--- src/rtl/signed_arith_pkg.sv ---
// Shared constants for the signed add/subtract datapath.
//   OP_ADD / OP_SUB   : encoding of the op input
//   SAT_WRAP / SAT_ON : encoding of the saturation-mode register
package signed_arith_pkg;

    localparam logic OP_ADD   = 1'b0;
    localparam logic OP_SUB   = 1'b1;

    localparam logic SAT_WRAP = 1'b0;
    localparam logic SAT_ON   = 1'b1;

endpackage

--- src/rtl/pipe_stage.sv ---
// One valid/ready register slice with a DW-bit payload.
//   clk, rst_n          : clock, async active-low reset
//   in_valid_i/_ready_o : upstream handshake, in_data_i payload
//   out_valid_o/_ready_i: downstream handshake, out_data_o payload
// The slice loads whenever it is empty or its current beat leaves this
// cycle, so a chain of slices streams one beat per cycle without a skid
// buffer; in_ready_o is therefore combinational from out_ready_i.
module pipe_stage #(
    parameter int unsigned DW = 8
) (
    input  logic          clk,
    input  logic          rst_n,
    input  logic          in_valid_i,
    output logic          in_ready_o,
    input  logic [DW-1:0] in_data_i,
    output logic          out_valid_o,
    input  logic          out_ready_i,
    output logic [DW-1:0] out_data_o
);

    logic          vld_q;
    logic [DW-1:0] data_q;

    assign in_ready_o  = !vld_q || out_ready_i;
    assign out_valid_o = vld_q;
    assign out_data_o  = data_q;

    always_ff @(posedge clk or negedge rst_n) begin
        if (!rst_n) begin
            vld_q  <= 1'b0;
            data_q <= '0;
        end else if (in_ready_o) begin
            vld_q <= in_valid_i;
            // Payload only moves with a real beat so a held output stays put.
            if (in_valid_i) data_q <= in_data_i;
        end
    end

endmodule

--- src/rtl/signed_addsub_pipe.sv ---
// Two-stage signed add/subtract with optional saturation.
//   clk, rst_n           : clock, async active-low reset
//   in_valid/in_ready    : operand handshake (num1, num2, op)
//   sat_wr/sat_in        : load the saturation-mode register
//   out_valid/out_ready  : result handshake (s_out, ovf)
// S1 holds the exact WIDTH+1-bit result; S2 holds the wrapped or saturated
// WIDTH-bit result plus the overflow flag.
module signed_addsub_pipe
    import signed_arith_pkg::*;
#(
    parameter int unsigned WIDTH       = 32,
    parameter bit          SAT_DEFAULT = 1'b0
) (
    input  logic             clk,
    input  logic             rst_n,
    input  logic             in_valid,
    output logic             in_ready,
    input  logic [WIDTH-1:0] num1,
    input  logic [WIDTH-1:0] num2,
    input  logic             op,
    input  logic             sat_wr,
    input  logic             sat_in,
    output logic             out_valid,
    input  logic             out_ready,
    output logic [WIDTH-1:0] s_out,
    output logic             ovf
);

    localparam logic [WIDTH-1:0] MAX_POS = {1'b0, {(WIDTH-1){1'b1}}};
    localparam logic [WIDTH-1:0] MIN_NEG = {1'b1, {(WIDTH-1){1'b0}}};

    logic             sat_q, sat_d;
    logic [WIDTH:0]   a_ext, b_ext, res_d;
    logic             s1_vld, s2_rdy;
    logic [WIDTH:0]   s1_res;
    logic             ovf_d;
    logic [WIDTH-1:0] s_d;

    // Saturation mode: a write lands on the edge, so S2 sees it from the
    // next capture onward.
    assign sat_d = sat_wr ? sat_in : sat_q;

    always_ff @(posedge clk or negedge rst_n) begin
        if (!rst_n) sat_q <= SAT_DEFAULT;
        else        sat_q <= sat_d;
    end

    // One extra bit keeps the result exact, so overflow is just a
    // disagreement between the top two bits.
    assign a_ext = {num1[WIDTH-1], num1};
    assign b_ext = {num2[WIDTH-1], num2};
    assign res_d = (op == OP_SUB) ? a_ext - b_ext : a_ext + b_ext;

    pipe_stage #(.DW(WIDTH+1)) u_s1 (
        .clk        (clk),
        .rst_n      (rst_n),
        .in_valid_i (in_valid),
        .in_ready_o (in_ready),
        .in_data_i  (res_d),
        .out_valid_o(s1_vld),
        .out_ready_i(s2_rdy),
        .out_data_o (s1_res)
    );

    assign ovf_d = s1_res[WIDTH] ^ s1_res[WIDTH-1];

    // The true sign is the top bit of the exact result.
    always_comb begin
        s_d = s1_res[WIDTH-1:0];
        if (ovf_d && (sat_q == SAT_ON))
            s_d = s1_res[WIDTH] ? MIN_NEG : MAX_POS;
    end

    pipe_stage #(.DW(WIDTH+1)) u_s2 (
        .clk        (clk),
        .rst_n      (rst_n),
        .in_valid_i (s1_vld),
        .in_ready_o (s2_rdy),
        .in_data_i  ({ovf_d, s_d}),
        .out_valid_o(out_valid),
        .out_ready_i(out_ready),
        .out_data_o ({ovf, s_out})
    );

endmodule

--- config.mk ---
export PLATFORM = sky130hd
export DESIGN_NAME = signed_addsub_pipe
export DESIGN_NICKNAME = d
export VERILOG_FILES = /design/src/rtl/signed_arith_pkg.sv /design/src/rtl/pipe_stage.sv /design/src/rtl/signed_addsub_pipe.sv
export SDC_FILE = /design/constraint.sdc
export NUM_CORES = 1
export LEC_CHECK = 0
export BUFFER_PORTS_ARGS = -buffer_cell sky130_fd_sc_hd__buf_2
export CAP_MARGIN = 40
export CORE_ASPECT_RATIO = 1.4
export CORE_MARGIN = 1
export CORE_UTILIZATION = 54
export CTS_CLUSTER_SIZE = 40
export DETAILED_ROUTE_END_ITERATION = 7
export HOLD_SLACK_MARGIN = 0.12
export PLACE_DENSITY_LB_ADDON = 0.2
export SETUP_SLACK_MARGIN = 0.02
export SKIP_LAST_GASP = 1
export SYNTH_ARGS = -nofsm -noshare
export SYNTH_HDL_FRONTEND = slang
export SYNTH_HIERARCHICAL = 1
export SYNTH_SLANG_ARGS = --single-unit
--- constraint.sdc ---
create_clock -name clk -period 1.9 [get_ports clk]
set_input_delay 0 -clock clk [delete_from_list [all_inputs] [get_ports clk]]
set_output_delay 0 -clock clk [all_outputs]
set_load 0.01 [all_outputs]
# [Yosys cells after proc, flatten, opt, wreduce, memory -nomap -nowiden]
# Cells that the tools add are included.
[word_totals] register_bits=69 input_bits=71 out_inout_bits=35 wordCells=18
[classes] n_addsub=2 muxes=3 n_bitwise=1 reduce_logical=7
[op_table] cell="2-to-1 mux 32 bit" n=2
[op_table] cell="adder 32 x 32 -> 33 bit" n=1
[op_table] cell="2-to-1 mux 33 bit" n=1
[op_table] cell="subtractor 32 x 32 -> 33 bit" n=1
[op_table] cell="AND reduction 2 bit" n=2
[op_table] cell="logical NOT 1 bit" n=2
[op_table] cell="logical OR 1 bit" n=2
[op_table] cell="logical AND 1 bit" n=1
[op_table] cell="XOR 1 bit" n=1

# [Depth between registers and ports, before layout]
# Gate-level depths: netlist of the first run.
[logic_depth] word_depth=4 ltp_mapped=18 ltp_nobuf=17

# [Hierarchy]
# The synthesis of the first run kept the hierarchy.
[by_module_without_submodules] mod="pipe_stage" instances=2 cells_per_inst=73 area_each_um2=1427.6 seq_area_each_um2=850.8
[by_module_without_submodules] mod="signed_addsub_pipe" instances=1 cells_per_inst=408 area_each_um2=2803.9 seq_area_each_um2=25.0

# [Least setup slack after synthesis of the first run]
# Ideal clock, no wire load.
[synth_timing] path_kind="input to register" startpoint="input port num2[6]" endpoint="register u_s1.data_q[27], in the netlist u_s1/out_data_o[27]" setup_ps=125 arrival_ps=3336 required_time_ps=1775 path_slack_ps=-1561 cell_stages=15 n_path_buf=0 cell_sequence="or4_4 > nor4_2 > nand2_1 > nor4_1 > nor2_1 > xnor2_1 > ha_1 > or2_1 > a21oi_1 > or3_1 > o2bb2ai_1 > a31oi_1 > o211ai_1 > xor2_1 > mux2_4"
[synth_via] elab_chain_len=2 word_cells_on_any_way=3 classes_between="add/sub: 2; mux: 1"
[synth_rtl] item="from (decl)" line_no="signed_addsub_pipe.sv:19" source="input logic [WIDTH-1:0] num2,"
[synth_rtl] item="adder 32 x 32 -> 33 bit / subtractor 32 x 32 -> 33 bit (equally long branches)" line_no="signed_addsub_pipe.sv:52" source="assign res_d = (op == OP_SUB) ? a_ext - b_ext : a_ext + b_ext;"
[synth_rtl] item="2-to-1 mux 33 bit *" line_no="signed_addsub_pipe.sv:52"
[synth_rtl] item="named net res_d[27]" line_no="signed_addsub_pipe.sv:33" source="logic [WIDTH:0] a_ext, b_ext, res_d;"
[synth_rtl] item="to (signal assigned)" line_no="pipe_stage.sv:35" source="if (in_valid_i) data_q <= in_data_i;"
[synth_rtl] item="to (decl)" line_no="pipe_stage.sv:22" source="logic [DW-1:0] data_q;"
# Mark *: on every way through the listed nets, which the timed path passes. The rest lies on a longest branch.
# A chain may end at the register's enable or synchronous reset.

# [Worst setup path after layout of the first run]
[layout_timing] startpoint="input port num2[6]" endpoint="register u_s1.data_q[31], in the netlist u_s1/out_data_o[31]"
# The elaborated chain is that of the path after synthesis.

==> results of run 1 <==
routing by layer:
| layer | routed length (um) | up-vias | track usage [%] |
|---|---|---|---|
| met5 | 0 | - | 0 |
| met4 | 654 | 0 | 10.8 |
| met3 | 788 | 67 | 3.20 |
| met2 | 9740 | 256 | 56.1 |
| met1 | 7430 | 2729 | 36.6 |
| li1 | - | 2567 | - |
Yosys cell counts (all sizes together) (2+ instances only):
cell	number
dfrtp	69
mux2	68
a21o	45
a21oi	45
xnor2	43
nor2	34
ha	33
nand2	29
clkbuf	17
xor2	17
inv	16
o21ai	16
a31oi	10
nor4	10
o21a	10
nor3	9
nand2b	8
buf	6
nand3	6
a211oi	5
or3	5
or4	5
nand4	4
or2	4
and3	3
o21bai	3
o41ai	3
a211o	2
a21boi	2
a31o	2
nor2b	2
nor3b	2
o211ai	2
or2b	2
critical path, delay by kind of cell:
| family | cells | cell delay, ns |
|---|---|---|
| and+or+nand+nor | 7 | 1.97 |
| muxes | 1 | 0.29 |
| AOI/OAI and AO/OA | 3 | 0.37 |
| buffers and inverters | 2 | 0.29 |
| xor gates and xnor gates | 1 | 0.13 |
| adders and majority gates | 1 | 0.39 |
cells by family (layout without fill, tap and decap cells):
logic type / count (synthesis) / count (layout) / share of synthesized area, %
adders and majority gates: 34 / 34 / 7.65
muxes: 69 / 69 / 17.7
xor gates and xnor gates: 60 / 60 / 9.29
buffers and inverters: 39 / 316 / 4.38
DFF: 69 / 69 / 30.5
and+or+nand+nor: 129 / 129 / 12.6
AOI/OAI and AO/OA: 154 / 154 / 17.9
state kept, by name, indices dropped and copies added, names as in the netlist:
register          cells
u_s1/out_data_o      33
u_s2/out_data_o      33
sat_q                 1
u_s1/out_valid_o      1
u_s2/out_valid_o      1
how the worst max path moves through the flow:
stage | slack (ns) | start | cells after the start | end
after floorplan | -1.35 | num2[6] | 17 | u_s1/out_data_o[30]
after global placement | -1.64 | num2[6] | 16 | u_s1/out_data_o[27]
after detailed placement | -1.68 | num2[6] | 16 | u_s1/out_data_o[27]
after CTS | -1.21 | num2[6] | 17 | u_s1/out_data_o[30]
after global routing | -1.54 | num2[6] | 16 | u_s1/out_data_o[32]
final | -1.35 | num2[6] | 15 | u_s1/out_data_o[31]
report_power, final:
part,switching [mW],internal [mW]
Sequential,0.480,2.14
Combinational,2.11,2.67
Clock,0.571,1.11
Total,3.16,5.92
per-stage QoR:
stage / util [%] / hold slack [ns] / area, sq um / TNS (ns)
2_1_floorplan: - / -0.296 / 5960 / -21.17
6_report: 86.8 / 0.165 / 8730 / -26.45
5_1_grt: 86.8 / 0.164 / 8730 / -29.25
3_5_place_dp: 75.1 / -0.0191 / 7550 / -33.18
3_3_place_gp: 74.9 / -0.0287 / 7540 / -31.79
4_1_cts: 82.5 / 0.149 / 8300 / -21.95
final cells by class:
| cell class | count | area [sq um] | share of cell area [%] |
|---|---|---|---|
| clock buffers | 12 | 267 | 3.05 |
| multi-input cells | 446 | 4400 | 50.4 |
| inverters | 16 | 77.6 | 0.889 |
| clock inverters | 4 | 45.0 | 0.516 |
| flip-flops and latches | 69 | 1730 | 19.8 |
| well taps | 135 | 169 | 1.93 |
| repair buffers | 284 | 2040 | 23.4 |
what timing repair did:
action	CTS	global route
cloned	0	0
endpoints found under the setup margin	28	29
hold endpoints to repair	72	0
setup buffers	13	17
hold buffers	5	0
pin swaps	46	54
resized for setup	60	61
==> impl_results.md, run 1 <==
* Status: complete, but fails checks
* Failing checks: negative setup slack
* Proportion of netlist area held by the largest area contributor at 30.5%
* Arrival time at the worst endpoint at 3.45 ns
* R2r setup slk at 0.26 ns
* Standard cell core area at 0.0101 sq mm
* Total number of placement rows at 43
* Mapped Nets at 659
* Kind of critical path: input pin to flop
* Clock root cell: clkbuf_16
* Hold Fails Final Rpt at 0
* Fill cell count at 497
* Area contributors post-synth: dfrtp_1 31%, mux2_4 16%, ha_1 7.3%
* Final Max Slew Viols at 0
* Instance count after placement with tap cells included at 916
* Critical-path cell list: buf_6, or4_4, nand4b_4, or2_4, nor2_4, a21oi_1, xnor2_1, ha_2, nand4_1, buf_4, nor3_1, a31oi_4, nand3b_1, o311ai_4, mux2_4
* Via count at 5,619
* Share of post-route cells with drive strength above 1 at 57.3%
* ANT nets after route at 0
* TritonCTS clock tree: done
* Warnings from Yosys at 6
* Required arrival time at the worst endpoint at 2.11 ns
* Cells after synthesis at 554
* Number of input and output port buffers inserted at 105
* Leakage dissipation at 4.36 nW
* Clock latency of the later-clocked register in the worst-skew pair at 0.33 ns
* Distinct cells, synth at 63
* CTS clock-pin slew for the worst setup and hold paths at 0.05 ns
* Power consumption at 9.08 mW
* Total wirelength of the detailed-routed design at 18,600 um
* Total of max-cap violations at 0
* Final setup violation count at 28
* H-tree depth at 3
* Mapped cell area at 0.00566 sq mm
* Top-Level Pins at 106
* Die Width at 88.5 um
* Total track usage at 30.7%
* Max VDD drop at 0.000589 V
* Number of detailed-routing iterations run before antenna repair at 5
* Initial cell density of the core at 56.2%
* RD Place Congestion at 0.869
* Height of the die at 123 um
* Pwr/cell area at 1040 mW/mm^2
* Net total in the final layout at 931
* Average via count per standard cell at 5.82
* Maximum frequency from static timing analysis at 0.308 GHz
* Share of the cycle needed by the critical path after routing at 171%
* Max Clock Skew at 0.00503 ns
* Number of remaining DRC errors at 0
* Worst reg2reg startpoint: u_s1/out_data_o[32]
* Most common cell after layout, fill and taps aside: buf_4
* Number of antenna violations at the first check in global routing at 0
* Pin count of the biggest net entering global routing at 34
* Class of the tightest hold or removal check: input pin to async pin
* Seq/Total Area, Yosys at 30.5%
* Dominant synthesized flop cell: dfrtp_1
* Final worst slack at -1.35 ns
* Commonest non-fill, non-tap cells in the layout: 150 x buf_4, 101 x buf_2, 69 x dfrtp_1
* Slowest cell on the critical path: or4_4
* Initial detailed-routing violation count at 296
* Post-synthesis async set-or-reset flop share at 100%
* RR Endpoint: u_s2/out_data_o[5]
* EDFF count, synth at 0
* Slowest Stage Delay on Critical Path at 0.57 ns
* Count of state elements after synthesis at 69
* Pre-CTS setup slack at -1.68 ns
* Post-DR wirelength/cell at 19.3 um
* Wire length of the first global-routing pass at 25,800 um
* Relative slew margins at 63.6%
* Number of antenna diodes at 0
* Worst Tran Pin Value at 0.543 ns
* Number of buffers created by CTS at 9
* Time the final worst path needs with I/O delays and setup at 3.25 ns
* GR Overflow Total at 0
* Largest area contributor in the synthesized netlist: dfrtp_1
* Critical Path Sink Type: flop
* TritonCTS sink count at 69
* Half-perimeter wire length of the detailed placement result at 11,400 um
* RSZ-0062 raised after global routing: true
* Synthesis-to-layout area growth at 54.3%
* Vias in the first global route at 5,470
* Element type at the critical path start: input pin
* Per-instance average area after synthesis at 10.2 sq um
* Total Die Area at 0.0109 sq mm
* Number of buffers on the longest clock path at 2
* Depth of the worst register-to-register path at 5
* Number of standard cells in the final layout excluding fillers at 966
* CP max FO at 5
Note: power is estimated with default switching activity, not from simulation.
==> run 2, diff against run 1 <==
--- a/config.mk
+++ b/config.mk
@@ -5,11 +5,12 @@
 export SDC_FILE = /design/constraint.sdc
 export NUM_CORES = 1
 export LEC_CHECK = 0
+export ABC_CLOCK_PERIOD_IN_PS = 1900
 export BUFFER_PORTS_ARGS = -buffer_cell sky130_fd_sc_hd__buf_2
 export CAP_MARGIN = 40
 export CORE_ASPECT_RATIO = 1.4
 export CORE_MARGIN = 1
-export CORE_UTILIZATION = 54
+export CORE_UTILIZATION = 25
 export CTS_CLUSTER_SIZE = 40
 export DETAILED_ROUTE_END_ITERATION = 7
 export HOLD_SLACK_MARGIN = 0.12
==> run 2 against run 1 <==
Compared with the run above:
- the flow still finishes with violations (negative setup slack)
- register-to-register slack better by 0.07 ns
- flip-flop and latch count unchanged
- sequential power down 2%
- clock-buffer cell count down 2
- combinational power down 1%
- utilization down 45 points
- sequential share of layout area down 1.2 points
- critical path type unchanged
- clock power up 21%
- wire length down 12%
==> impl_results.md, run 2 (synthesis gave the netlist of run 1 again) <==
* Die Width at 129 um
* Post-DR wirelength/cell at 14.3 um
* Maximum frequency from static timing analysis at 0.314 GHz
* Via count at 5,073
* Element type at the critical path start: input pin
* Final worst slack at -1.29 ns
* Vias in the first global route at 5,361
* RD Place Congestion at 0.781
* Worst Min Path Start: num1[1]
* TritonCTS clock tree: done
* Number of buffers on the longest clock path at 2
* Footprint of the multi-input gates at 0.00451 sq mm
* Initial detailed-routing violation count at 153
* Number of standard cells in the final layout excluding fillers at 1,149
* Most common cell after layout, fill and taps aside: buf_4
* Number of remaining DRC errors at 0
* Flip-flop and latch area at 0.00173 sq mm
* Half-perimeter wire length of the detailed placement result at 13,300 um
* RSZ-0062 raised after global routing: true
* Status: complete, but fails checks
* Net total in the final layout at 952
* Max Clock Skew at 0.00587 ns
* Total Die Area at 0.0233 sq mm
* Required arrival time at the worst endpoint at 2.11 ns
* Max VDD drop at 0.000484 V
* Final setup violation count at 28
* WHS Path Cells at 3
* Total track usage at 14.6%
* Total wirelength of the detailed-routed design at 16,400 um
* Fill cell count at 2,135
* Share of post-route cells with drive strength above 1 at 60.2%
* Time the final worst path needs with I/O delays and setup at 3.19 ns
* Critical-path cell list: buf_6, or4_4, nor4_4, nand2_2, buf_6, nor4_4, buf_4, nor2_2, xnor2_1, ha_2, or2_4, a21oi_4, or3_1, o2bb2ai_2, a31oi_4, o211ai_1, xor2_1, mux2_4
* Final Max Slew Viols at 0
* Number of antenna violations at the first check in global routing at 0
* Wire length of the first global-routing pass at 27,100 um
* H-tree depth at 3
* Initial cell density of the core at 25.7%
* Standard cell core area at 0.0220 sq mm
* Average via count per standard cell at 4.42
* Slowest cell on the critical path: or4_4
* Top-Level Pins at 106
* TritonCTS sink count at 69
* Slowest Stage Delay on Critical Path at 0.58 ns
* CP max FO at 4
* Class of the tightest hold or removal check: input pin to flop
* Leakage dissipation at 4.50 nW
* Synthesis-to-layout area growth at 64.1%
* Worst Tran Pin Value at 0.611 ns
* Number of detailed-routing iterations run before antenna repair at 4
* R2r setup slk at 0.33 ns
* Number of antenna diodes at 0
* Pin count of the biggest net entering global routing at 34
* Height of the die at 180 um
* Number of buffers created by CTS at 9
* RR Endpoint: u_s2/out_data_o[12]
* Arrival time at the worst endpoint at 3.40 ns
* Clock latency of the later-clocked register in the worst-skew pair at 0.33 ns
* Failing checks: negative setup slack
* Worst reg2reg startpoint: u_s1/out_data_o[32]
* Pwr/cell area at 1000 mW/mm^2
* Share of the cycle needed by the critical path after routing at 168%
* Hold Fails Final Rpt at 0
* ANT nets after route at 0
* CTS clock-pin slew for the worst setup and hold paths at 0.06 ns
* Number of input and output port buffers inserted at 105
* Total number of placement rows at 64
* Hold worst-path end: u_s1/out_data_o[1]
* Kind of critical path: input pin to flop
* Depth of the worst register-to-register path at 5
* Post-route cell area at 0.00929 sq mm
* Commonest non-fill, non-tap cells in the layout: 160 x buf_4, 101 x buf_2, 69 x dfrtp_1
* Critical Path Sink Type: flop
* Clock root cell: clkbuf_16
* Relative slew margins at 59.3%
* Instance count after placement with tap cells included at 1,093
* GR Overflow Total at 0
* Instance area at placement at 0.00786 sq mm
* Total of max-cap violations at 0
==> run 2: cell types whose count changed in the layout (fill, tap and decap cells not counted), moves of 3 or more <==
cell,previous run,this run
bufinv_16,1,4
nor3_2,0,4
a21oi_2,21,16
a21oi_1,22,19
nor3_4,4,1
nor2_1,22,17
buf_6,21,34
buf_4,150,160
a21oi_4,2,10
nor2_4,5,8
==> run 2: through the flow <==
step	power [mW]	TNS [ns]	util (%)	hold slack, ns	worst slack (ns)
2_1_floorplan	5.24	-21.17	-	-0.296	-1.35
3_3_place_gp	6.70	-33.65	35.6	0.00910	-1.70
3_5_place_dp	6.79	-34.98	35.7	0.0158	-1.80
4_1_cts	9.21	-23.09	40.3	0.134	-1.27
5_1_grt	9.93	-27.46	42.2	0.148	-1.48
6_report	9.32	-23.64	42.2	0.147	-1.29
==> run 2: cell type report <==
type,instances,share of cell area (%)
inverters,16,0.755
clock buffers,10,2.57
clock inverters,6,1.44
multi-input cells,446,48.5
repair buffers,305,24.1
well taps,297,4.00
flip-flops and latches,69,18.6
==> run 2: routing by layer <==
layer / GRT usage (%) / vias up / share of wire [%]
met5: 0 / - / 0
met4: 4.38 / 0 / 1.0
met3: 1.34 / 9 / 2.4
met2: 26.1 / 66 / 53
met1: 18.1 / 2389 / 44
li1: - / 2609 / -
==> run 2: how the worst max path moves through the flow <==
stage | slack (ns) | endpoint | cells after the start | from
final | -1.29 | u_s1/out_data_o[27] | 18 | num2[6]
after global placement | -1.70 | u_s1/out_data_o[27] | 16 | num2[6]
after floorplan | -1.35 | u_s1/out_data_o[30] | 17 | num2[6]
after global routing | -1.48 | u_s1/out_data_o[27] | 18 | num2[6]
after CTS | -1.27 | u_s1/out_data_o[32] | 17 | num2[6]
after detailed placement | -1.80 | u_s1/out_data_o[32] | 19 | num2[1]
==> run 2: where the power goes <==
group / switching (mW) / total (mW) / internal [mW]
logic: 1.94 / 4.71 / 2.77
clock network: 0.593 / 2.04 / 1.45
registers: 0.432 / 2.57 / 2.13
total: 2.96 / 9.32 / 6.36
==> run 2: repair_timing <==
action,CTS,global route
hold endpoints to repair,26,0
resized for setup,96,60
endpoints found under the setup margin,27,29
hold buffers,5,0
pin swaps,76,58
setup buffers,30,16
==> run 2: worst max-delay path: cells and delay by family <==
kind | cells | cell delay, ns
fa+ha+maj | 1 | 0.30
buf+inv | 3 | 0.39
simple gates | 7 | 1.45
mux | 1 | 0.27
xor+xnor | 2 | 0.34
compound gates | 4 | 0.63
